$ cat src/rtl/caches_pkg.sv
// Shared word, RAM status and arbiter state types for the cache/memory path.
// Arbiter build option: ARB_ROUND_ROBIN_EN (round-robin tie break).
package caches_pkg;
    localparam int WORD_W = 32;

    typedef logic [WORD_W-1:0] word_t;

    typedef enum logic [1:0] {
        FREE,
        BUSY,
        ACCESS,
        ERROR
    } ramstate_t;

    typedef enum logic [1:0] {
        IDLE,
        IGNT,
        DGNT
    } arbstate_t;
endpackage

$ cat src/rtl/cache_mem_arbiter_if.sv
// Cache-side and RAM-side signals of the cache memory arbiter.
// master: arbiter view, slave: caches plus RAM view.
interface cache_mem_arbiter_if;
    import caches_pkg::*;

    logic      iREN;
    word_t     iaddr;
    logic      iwait;
    word_t     iload;
    logic      ierr;

    logic      dREN;
    logic      dWEN;
    word_t     daddr;
    word_t     dstore;
    logic      dwait;
    word_t     dload;
    logic      derr;

    logic      ramREN;
    logic      ramWEN;
    word_t     ramaddr;
    word_t     ramstore;
    word_t     ramload;
    ramstate_t ramstate;

    modport master (
        input  iREN, iaddr, dREN, dWEN, daddr, dstore,
        input  ramload, ramstate,
        output iwait, iload, ierr, dwait, dload, derr,
        output ramREN, ramWEN, ramaddr, ramstore
    );

    modport slave (
        output iREN, iaddr, dREN, dWEN, daddr, dstore,
        output ramload, ramstate,
        input  iwait, iload, ierr, dwait, dload, derr,
        input  ramREN, ramWEN, ramaddr, ramstore
    );
endinterface

$ cat src/rtl/cache_mem_arbiter.sv
// Arbitrates icache/dcache requests onto a single RAM port with error retry.
// Build option: ARB_ROUND_ROBIN_EN selects round-robin instead of dcache priority.
module cache_mem_arbiter
    import caches_pkg::*;
#(
    parameter int unsigned ERR_RETRY_MAX = 3
) (
    input logic                 CLK,
    input logic                 nRST,
    cache_mem_arbiter_if.master bus
);
    localparam logic [1:0] RETRY_LIM = 2'(ERR_RETRY_MAX);

    arbstate_t  state_q, state_d;
    logic [1:0] retry_q, retry_d;
    logic       dreq;
    logic       dwin;
    logic       greq;
    logic       abort;
    logic       done;
    logic       gwait;

    assign dreq = bus.dREN | bus.dWEN;

`ifdef ARB_ROUND_ROBIN_EN
    logic lgnt_q, lgnt_d;

    // lgnt_q high: dcache held the most recent grant
    assign dwin = dreq & ~(bus.iREN & lgnt_q);
`else
    assign dwin = dreq;
`endif

    assign greq  = (state_q == DGNT) ? dreq : bus.iREN;
    assign abort = greq & (retry_q == RETRY_LIM);
    assign done  = greq & ~abort & (bus.ramstate == ACCESS);
    assign gwait = ~(abort | done);

    always_comb begin
        state_d      = state_q;
        retry_d      = retry_q;
        bus.ramREN   = 1'b0;
        bus.ramWEN   = 1'b0;
        bus.ramaddr  = '0;
        bus.ramstore = '0;
        bus.iwait    = bus.iREN;
        bus.dwait    = dreq;
        bus.iload    = '0;
        bus.dload    = '0;
        bus.ierr     = 1'b0;
        bus.derr     = 1'b0;
        unique case (state_q)
            IDLE: begin
                if (dwin) begin
                    state_d = DGNT;
                end else if (bus.iREN) begin
                    state_d = IGNT;
                end
            end
            IGNT: begin
                bus.ramaddr = bus.iaddr;
                bus.ramREN  = ~abort;
                bus.iwait   = gwait;
                bus.ierr    = abort;
                bus.iload   = done ? bus.ramload : '0;
            end
            DGNT: begin
                bus.ramaddr  = bus.daddr;
                bus.ramstore = bus.dstore;
                bus.ramWEN   = bus.dWEN & ~abort;
                bus.ramREN   = bus.dREN & ~bus.dWEN & ~abort;
                bus.dwait    = gwait;
                bus.derr     = abort;
                bus.dload    = done ? bus.ramload : '0;
            end
            default: state_d = IDLE;
        endcase
        // a dropped request leaves quietly, ahead of abort or completion
        if (state_q != IDLE) begin
            if (!greq || abort || done) begin
                state_d = IDLE;
            end else if (bus.ramstate == ERROR) begin
                retry_d = retry_q + 2'd1;
            end
        end
        if (state_d == IDLE) begin
            retry_d = '0;
        end
    end

    always_ff @(posedge CLK or negedge nRST) begin
        if (!nRST) begin
            state_q <= IDLE;
            retry_q <= '0;
        end else begin
            state_q <= state_d;
            retry_q <= retry_d;
        end
    end

`ifdef ARB_ROUND_ROBIN_EN
    always_comb begin
        lgnt_d = lgnt_q;
        if (state_q == IDLE && state_d != IDLE) begin
            lgnt_d = (state_d == DGNT);
        end
    end

    always_ff @(posedge CLK or negedge nRST) begin
        if (!nRST) begin
            lgnt_q <= 1'b0;
        end else begin
            lgnt_q <= lgnt_d;
        end
    end
`endif
endmodule

$ cat src/flat_wrapper.sv
// flat-port wrapper written by rule: the top's interface ports become plain ports
module cache_mem_arbiter_flat import caches_pkg::*;
#(
    parameter int unsigned ERR_RETRY_MAX = 3
)
  (CLK, nRST, bus_iREN, bus_iaddr, bus_dREN, bus_dWEN, bus_daddr, bus_dstore, bus_ramload, bus_ramstate, bus_iwait, bus_iload, bus_ierr, bus_dwait, bus_dload, bus_derr, bus_ramREN, bus_ramWEN, bus_ramaddr, bus_ramstore);
  cache_mem_arbiter_if bus_i ();
  input logic CLK;
  input logic nRST;
  input wire logic [$bits(bus_i.iREN)-1:0] bus_iREN;
  input wire logic [$bits(bus_i.iaddr)-1:0] bus_iaddr;
  input wire logic [$bits(bus_i.dREN)-1:0] bus_dREN;
  input wire logic [$bits(bus_i.dWEN)-1:0] bus_dWEN;
  input wire logic [$bits(bus_i.daddr)-1:0] bus_daddr;
  input wire logic [$bits(bus_i.dstore)-1:0] bus_dstore;
  input wire logic [$bits(bus_i.ramload)-1:0] bus_ramload;
  input wire logic [$bits(bus_i.ramstate)-1:0] bus_ramstate;
  output wire logic [$bits(bus_i.iwait)-1:0] bus_iwait;
  output wire logic [$bits(bus_i.iload)-1:0] bus_iload;
  output wire logic [$bits(bus_i.ierr)-1:0] bus_ierr;
  output wire logic [$bits(bus_i.dwait)-1:0] bus_dwait;
  output wire logic [$bits(bus_i.dload)-1:0] bus_dload;
  output wire logic [$bits(bus_i.derr)-1:0] bus_derr;
  output wire logic [$bits(bus_i.ramREN)-1:0] bus_ramREN;
  output wire logic [$bits(bus_i.ramWEN)-1:0] bus_ramWEN;
  output wire logic [$bits(bus_i.ramaddr)-1:0] bus_ramaddr;
  output wire logic [$bits(bus_i.ramstore)-1:0] bus_ramstore;
  assign bus_i.iREN = bus_iREN;
  assign bus_i.iaddr = bus_iaddr;
  assign bus_i.dREN = bus_dREN;
  assign bus_i.dWEN = bus_dWEN;
  assign bus_i.daddr = bus_daddr;
  assign bus_i.dstore = bus_dstore;
  assign bus_i.ramload = bus_ramload;
  assign bus_i.ramstate = bus_ramstate;
  assign bus_iwait = bus_i.iwait;
  assign bus_iload = bus_i.iload;
  assign bus_ierr = bus_i.ierr;
  assign bus_dwait = bus_i.dwait;
  assign bus_dload = bus_i.dload;
  assign bus_derr = bus_i.derr;
  assign bus_ramREN = bus_i.ramREN;
  assign bus_ramWEN = bus_i.ramWEN;
  assign bus_ramaddr = bus_i.ramaddr;
  assign bus_ramstore = bus_i.ramstore;
  cache_mem_arbiter #(.ERR_RETRY_MAX(ERR_RETRY_MAX)) u_core (.CLK(CLK), .nRST(nRST), .bus(bus_i));
endmodule
$ cat config.mk
export PLATFORM = sky130hd
export DESIGN_NAME = cache_mem_arbiter_flat
export DESIGN_NICKNAME = d
export VERILOG_FILES = /design/src/rtl/caches_pkg.sv /design/src/rtl/cache_mem_arbiter_if.sv /design/src/rtl/cache_mem_arbiter.sv /design/src/flat_wrapper.sv
export SDC_FILE = /design/constraint.sdc
export NUM_CORES = 1
export LEC_CHECK = 0
export ABC_AREA = 1
export ABC_CLOCK_PERIOD_IN_PS = 2900
export BUFFER_PORTS_ARGS = -buffer_cell sky130_fd_sc_hd__buf_2
export CAP_MARGIN = 15
export CORE_AREA = 10 10 95 97
export CTS_CLUSTER_DIAMETER = 150
export DETAILED_ROUTE_END_ITERATION = 7
export DIE_AREA = 0 0 105 107
export PLACE_DENSITY = 0.67
export REMOVE_ABC_BUFFERS = 1
export SLEW_MARGIN = 20
export SYNTH_ARGS = -nofsm -noshare
export SYNTH_HDL_FRONTEND = slang
export SYNTH_SLANG_ARGS = --single-unit
$ cat constraint.sdc
create_clock -name CLK -period 2.9 [get_ports CLK]
set_input_delay 0.87 -clock CLK [delete_from_list [all_inputs] [get_ports CLK]]
set_output_delay 0.87 -clock CLK [all_outputs]
set_load 0.05 [all_outputs]
==> results of run 1 <==
flip-flops by register name (all words and copies together), names as in the netlist:
signal,cells
u_core.retry_q,2
u_core.state_q,2
cell families after synthesis:
group                    after synthesis  share of synthesized area (%)
AO/OA/AOI/OAI                         41                           11.4
adder cells (fa/ha/maj)                4                           2.74
buffers and inverters                106                           24.5
flip-flops                             4                           5.48
AND/OR/NAND/NOR                      191                           55.9
power groups by stage:
stage	combinational [mW]	sequential, mW	clock, mW
floorplan	2.08	0.0824	0
global placement	2.80	0.0845	0
detailed placement	2.82	0.0846	0
CTS	2.90	0.0874	0.122
global route	3.31	0.0895	0.127
finish	3.12	0.0872	0.118
worst reg2reg max path, stage by stage (launching register included):
cell	delay, ns
dfrtp_1	0.40
inv_2	0.10
ha_4	0.19
inv_4	0.06
nand2_4	0.09
nand3_4	0.09
nor2_4	0.21
buf_4	0.16
buf_4	0.10
buf_4	0.11
nand3_1	0.06
nand2_1	0.07
nor2_1	0.04
per-stage QoR:
step,util [%],setup TNS [ns],setup WS (ns),instances
after floorplan,-,-234.64,-3.35,318
after global routing,59.0,-3.49,-0.138,719
after CTS,50.6,-0.143,-0.0329,709
after global placement,46.3,-1.34,-0.0430,703
final,59.0,-0.914,-0.136,719
after detailed placement,46.3,-2.63,-0.0920,703
synthesized netlist by cell type (4+ instances only):
master	count	area, sq um
dfrtp_1	4	100
buf_2	5	25.0
a21oi_1	35	175
clkbuf_1	15	56.3
nor3_2	40	400
buf_6	5	56.3
nor3_1	24	120
nand3_1	6	30.0
nand2_1	109	409
o21ai_0	5	25.0
nor2_1	6	22.5
inv_1	76	285
ha_1	4	50.1
per-layer routing:
metal	wire (microns)	up-vias	share of wire, %	GRT usage, %
met4	186	0	1.4	2.84
met3	1490	21	11	8.14
met1	4330	1489	33	17.7
met5	0	-	0	0
li1	-	1614	-	-
met2	6980	210	54	37.0
final cells by class:
type / instances / share of cell area, %
timing repair buffer: 298 / 48.6
sequential: 4 / 2.38
multi-input combinational: 237 / 38.1
tap: 99 / 2.94
clock buffer: 3 / 0.981
inverter: 78 / 7.02
layout by cell type (no fill, tap or decap):
master,instances
inv_1,74
buf_2,199
ha_1,3
nand2_2,2
nor2_4,2
buf_4,35
nand3_1,5
nor3_2,38
buf_8,1
dfrtp_1,4
a21oi_1,35
clkbuf_8,3
a21boi_0,1
nand3_4,1
clkinv_1,1
nor3_1,3
nand2_1,106
nand4_1,3
nand2_8,1
buf_16,1
buf_12,2
inv_4,1
nand3b_1,1
nor2_1,5
ha_4,1
clkbuf_16,2
nand2_4,2
o21ai_0,5
inv_2,2
buf_6,58
nor3_4,23
timing repair:
| action | in CTS | in global routing |
|---|---|---|
| buffers inserted | 2 | 7 |
| cloned | 1 | 3 |
| endpoints found under the setup margin | 100 | 113 |
| hold buffers | 0 | 0 |
| gates resized for setup | 78 | 108 |
| pin swaps | 2 | 4 |
path summary, 6_finish.rpt:
| kind | from | to | depth (start not counted) | slack, ns |
|---|---|---|---|---|
| worst min-delay path | nRST | u_core.state_q[0] | 1 | 0.45 |
| max in group asynchronous | nRST | u_core.retry_q[0] | 1 | 2.33 |
| worst max register to register | u_core.state_q[0] | u_core.retry_q[0] | 12 | 1.11 |
| min in group CLK | u_core.retry_q[1] | u_core.retry_q[1] | 2 | 0.54 |
| worst min register to register | u_core.retry_q[1] | u_core.retry_q[1] | 2 | 0.54 |
| worst max-delay path | bus_dREN | bus_iload[16] | 9 | -0.14 |
==> results_dict.tcl, run 1 <==
set metrics [dict create \
    cts_max_level 1 \
    crit_slowest_cell "buf_4" \
    worst_ep_required_time_ns 2.03 \
    synth.distinct_cells 22 \
    max_freq_mhz 329 \
    p_int_uw 915 \
    path_cells "buf_4 > nor2_4 > nand2_2 > nand3_4 > nor2_4 > nand2_8 > buf_6 > nor3_1 > buf_4" \
    peakVddDrop_mv 0.559 \
    die_y_microns 107 \
    postPlaceCellArea_sq_mm 0.00331 \
    synth-async-reset-ratio_pct 100 \
    p_sw_share_pct 72.5 \
    p_leak_nw 2.52 \
    status "complete, but fails checks" \
    grt_pass1_vias 3291 \
    fp.dieW_microns 105 \
    postSynthCellCount 346 \
    grt_pass1_wl_mm 17.5 \
    p_clk_share_pct 3.5 \
    max_stage_delay_ns 0.26 \
    final_area_sq_mm 0.00421 \
    drt_iter0_markers 127 \
    synth_edf_count 0 \
    grt_max_degree 65 \
    start_util_pct 25.6 \
    min_period_ns 3.04 \
    cts_buffers 3 \
    post-route-period-util_pct 105 \
    yosys_register_bits 4 \
    drv_cap 0 \
    critPathKind "in -> out" \
    regArea_sq_um 100 \
    grt_overflow 0 \
    finalMaxSlewViolations 0 \
    combinationalPowerShare_pct 93.8 \
    wl_per_cell_microns 18.1 \
    violations "negative setup slack" \
    power_frac_seq_pct 2.6 \
    yosys_warnings 0 \
    synth.avg_cell_area_sq_um 5.28 \
    dp_hpwl_mm 9.52 \
    insertion_delay_ns 0.22 \
    cts_tree "built" \
    end_kind "primary output" \
    crit_path_start_kind "input pin" \
    crit_family "simple AND/OR/NAND/NOR gates" \
    drc 0 \
    portBuffers 268 \
    hold_viol_final 0 \
    hp-class "in -> async" \
    core-area_sq_mm 0.00714 \
    vias 3334 \
    whs_ns 0.448 \
    path_buf_inv 3 \
    setup_slack_ns -0.136 \
    finalClockSkew_ns 0.000716 \
    setup_viol 32 \
    netlist_area_sq_mm 0.00183 \
    clockBufferDepth 2 \
    ys.flop_type "dfrtp_1" \
    ios 269 \
    area_growth_pct 130 \
    cts_root_buf "clkbuf_8" \
    ant_nets 0 \
    clk_pin_slew_ns 0.03 \
    cp.arrival_ns 2.17 \
    drive_gt1_share_pct 60.3 \
    total_power_mw 3.33 \
    ys_seq_area_share_pct 5.48 \
    multiInputGateArea_sq_mm 0.00160 \
    nFillCells 631 \
    relSlewSlack_pct 55.8 \
    fp.dieArea_sq_mm 0.0112 \
    worstMarginPinSlew_ns 0.663 \
    clock-sinks 4 \
    path_max_fanout 9 \
    grtUsageTotal_pct 18.7 \
    rows 31 \
    switchingPower_mw 2.41 \
    gp_congestion 0.834 \
    rsz0062_at_grt "true" \
    final_nets 761 \
    antennaDiodeCount 0 \
    antenna_found_initial 0 \
    routed_wl_mm 13.0 \
    viasPerCell 4.64 \
    drt-pass1-iter-count 4 \
    power_density_mw_per_mm2 791 \
]
No activity file was read; power rests on OpenSTA's default activity.
==> run 2, diff against run 1 <==
- RECOVER_POWER: unset -> 100
==> run 2 against run 1 <==
Against the previous run: the run still ends with negative setup slack left; via count about the same; final cell count unchanged; utilization about the same; die area unchanged; critical endpoint unchanged; hold slack better by 0.025 ns; setup slack worse by 0.0042 ns; highest routed layer unchanged; non-clock buffer count unchanged; clock power about the same.
==> results_dict.tcl, run 2 (synthesis gave the netlist of run 1 again) <==
set metrics [dict create \
    status "complete, but fails checks" \
    violations "negative setup slack" \
    cts_hold_buffers 0 \
    gp_congestion 0.834 \
    total_power_mw 3.33 \
    grt_use_met1_pct 17.7 \
    grt_overflow 0 \
    crit_family "simple AND/OR/NAND/NOR gates" \
    post-route-period-util_pct 105 \
    crit_path_start "bus_dREN" \
    postPlaceCellArea_sq_mm 0.00331 \
    rsz0062_at_grt "true" \
    fp.dieArea_sq_mm 0.0112 \
    drc 0 \
    core-area_sq_mm 0.00714 \
    reg_top3 "u_core.retry_q: 2 flops, u_core.state_q: 2 flops" \
    relSlewSlack_pct 55.8 \
    die_y_microns 107 \
    area_growth_pct 130 \
    path_max_fanout 9 \
    routed_wl_mm 13.0 \
    path_cells "buf_4 > nor2_4 > nand2_2 > nand3_4 > nor2_4 > nand2_8 > buf_6 > nor3_1 > buf_4" \
    final_cell_mix "198 x buf_2, 106 x nand2_1, 74 x inv_1" \
    r2r_slack_ns 1.11 \
    power_density_mw_per_mm2 791 \
    max_stage_delay_ns 0.26 \
    insertion_delay_ns 0.22 \
    nFillCells 632 \
    cp.arrival_ns 2.17 \
    grtUsageTotal_pct 18.7 \
    cts_max_level 1 \
    finalClockSkew_ns 0.000711 \
    clock-sinks 4 \
    portBuffers 268 \
    clockBufferDepth 2 \
    finalMaxSlewViolations 0 \
    p_leak_nw 2.52 \
    ios 269 \
    max_freq_mhz 329 \
    dp_hpwl_mm 9.52 \
    final_area_sq_mm 0.00421 \
    layout_commonest_cell "buf_2" \
    drt_iter0_markers 127 \
    wl_per_cell_microns 18.1 \
    min_period_ns 3.04 \
    drv_cap 0 \
    rows 31 \
    crit_slowest_cell "buf_4" \
    end_kind "primary output" \
    dpl.cell_count 703 \
    worstMarginPinSlew_ns 0.663 \
    ant_nets 0 \
    antennaDiodeCount 0 \
    crit_path_start_kind "input pin" \
    cts_tree "built" \
    grt_util_met2_pct 37.0 \
    grt_pass1_vias 3291 \
    start_util_pct 25.6 \
    clk_pin_slew_ns 0.03 \
    path_buf_inv 3 \
    fp.dieW_microns 105 \
    fin_cells 719 \
    peakVddDrop_mv 0.559 \
    drt-pass1-iter-count 4 \
    viasPerCell 4.64 \
    cts_root_buf "clkbuf_8" \
    grt_pass1_wl_mm 17.5 \
    critPathKind "in -> out" \
    setup_slack_ns -0.140 \
    grt.met3_usage_pct 8.14 \
    pre_cts_slack_ns -0.0920 \
    grt-busiest-layer "met2" \
    hp-class "in -> async" \
    final_nets 761 \
    setup_viol 33 \
    r2r-start "u_core.state_q[0]" \
    worst_ep_required_time_ns 2.03 \
    hold_viol_final 0 \
    vias 3335 \
    grt_max_degree 65 \
    drive_gt1_share_pct 60.2 \
    cts_buffers 3 \
    antenna_found_initial 0 \
]
-- run 2: layout make-up --
cell class / count / area, sq um / share of cell area, %
clock buffers: 3 / 41.3 / 0.982
inverters: 78 / 295 / 7.02
multi-input cells: 237 / 1600 / 38.1
flip-flops and latches: 4 / 100 / 2.38
well taps: 99 / 124 / 2.94
repair buffers: 298 / 2040 / 48.6
-- run 2: what timing repair did --
| action | 4_1_cts | 5_1_grt |
|---|---|---|
| cloned | 1 | 3 |
| buffers inserted | 2 | 7 |
| endpoints found under the setup margin | 100 | 113 |
| pin swaps | 2 | 4 |
| hold endpoints to repair | 0 | 0 |
| gates resized for setup | 78 | 108 |
-- run 2: worst paths after layout --
check / end / cells past startpoint
min in group CLK: u_core.retry_q[1] / 2
worst min register to register: u_core.retry_q[1] / 2
worst min-delay path: u_core.state_q[0] / 1
worst max register to register: u_core.retry_q[0] / 12
worst max-delay path: bus_iload[16] / 9
max in group asynchronous: u_core.retry_q[0] / 1
-- run 2: power by group --
group          switching, mW  leakage (nW)  total [mW]  internal, mW
clock network         0.0294        0.0216       0.118        0.0885
registers             0.0152        0.0532      0.0872        0.0720
logic                   2.37          2.45        3.12         0.755
-- run 2: stage by stage --
stage / util (%) / hold slack, ns / TNS [ns]
2_1_floorplan: - / 0.511 / -234.64
5_1_grt: 58.9 / 0.495 / -3.49
3_3_place_gp: 46.3 / 0.525 / -1.34
3_5_place_dp: 46.3 / 0.539 / -2.63
6_report: 58.9 / 0.473 / -1.05
4_1_cts: 50.6 / 0.447 / -0.143
-- run 2: worst reg2reg max path, stage by stage (launching register included) --
cell     delay (ns)
dfrtp_1        0.40
inv_2          0.10
ha_4           0.19
inv_4          0.06
nand2_4        0.09
nand3_4        0.09
nor2_4         0.21
buf_4          0.16
buf_4          0.10
buf_4          0.11
nand3_1        0.06
nand2_1        0.07
nor2_1         0.04
-- run 2: metal layers --
layer | share of wire, % | vias up
met2 | 54 | 209
met3 | 11 | 21
met1 | 33 | 1491
met5 | 0 | -
li1 | - | 1614
met4 | 1.4 | 0
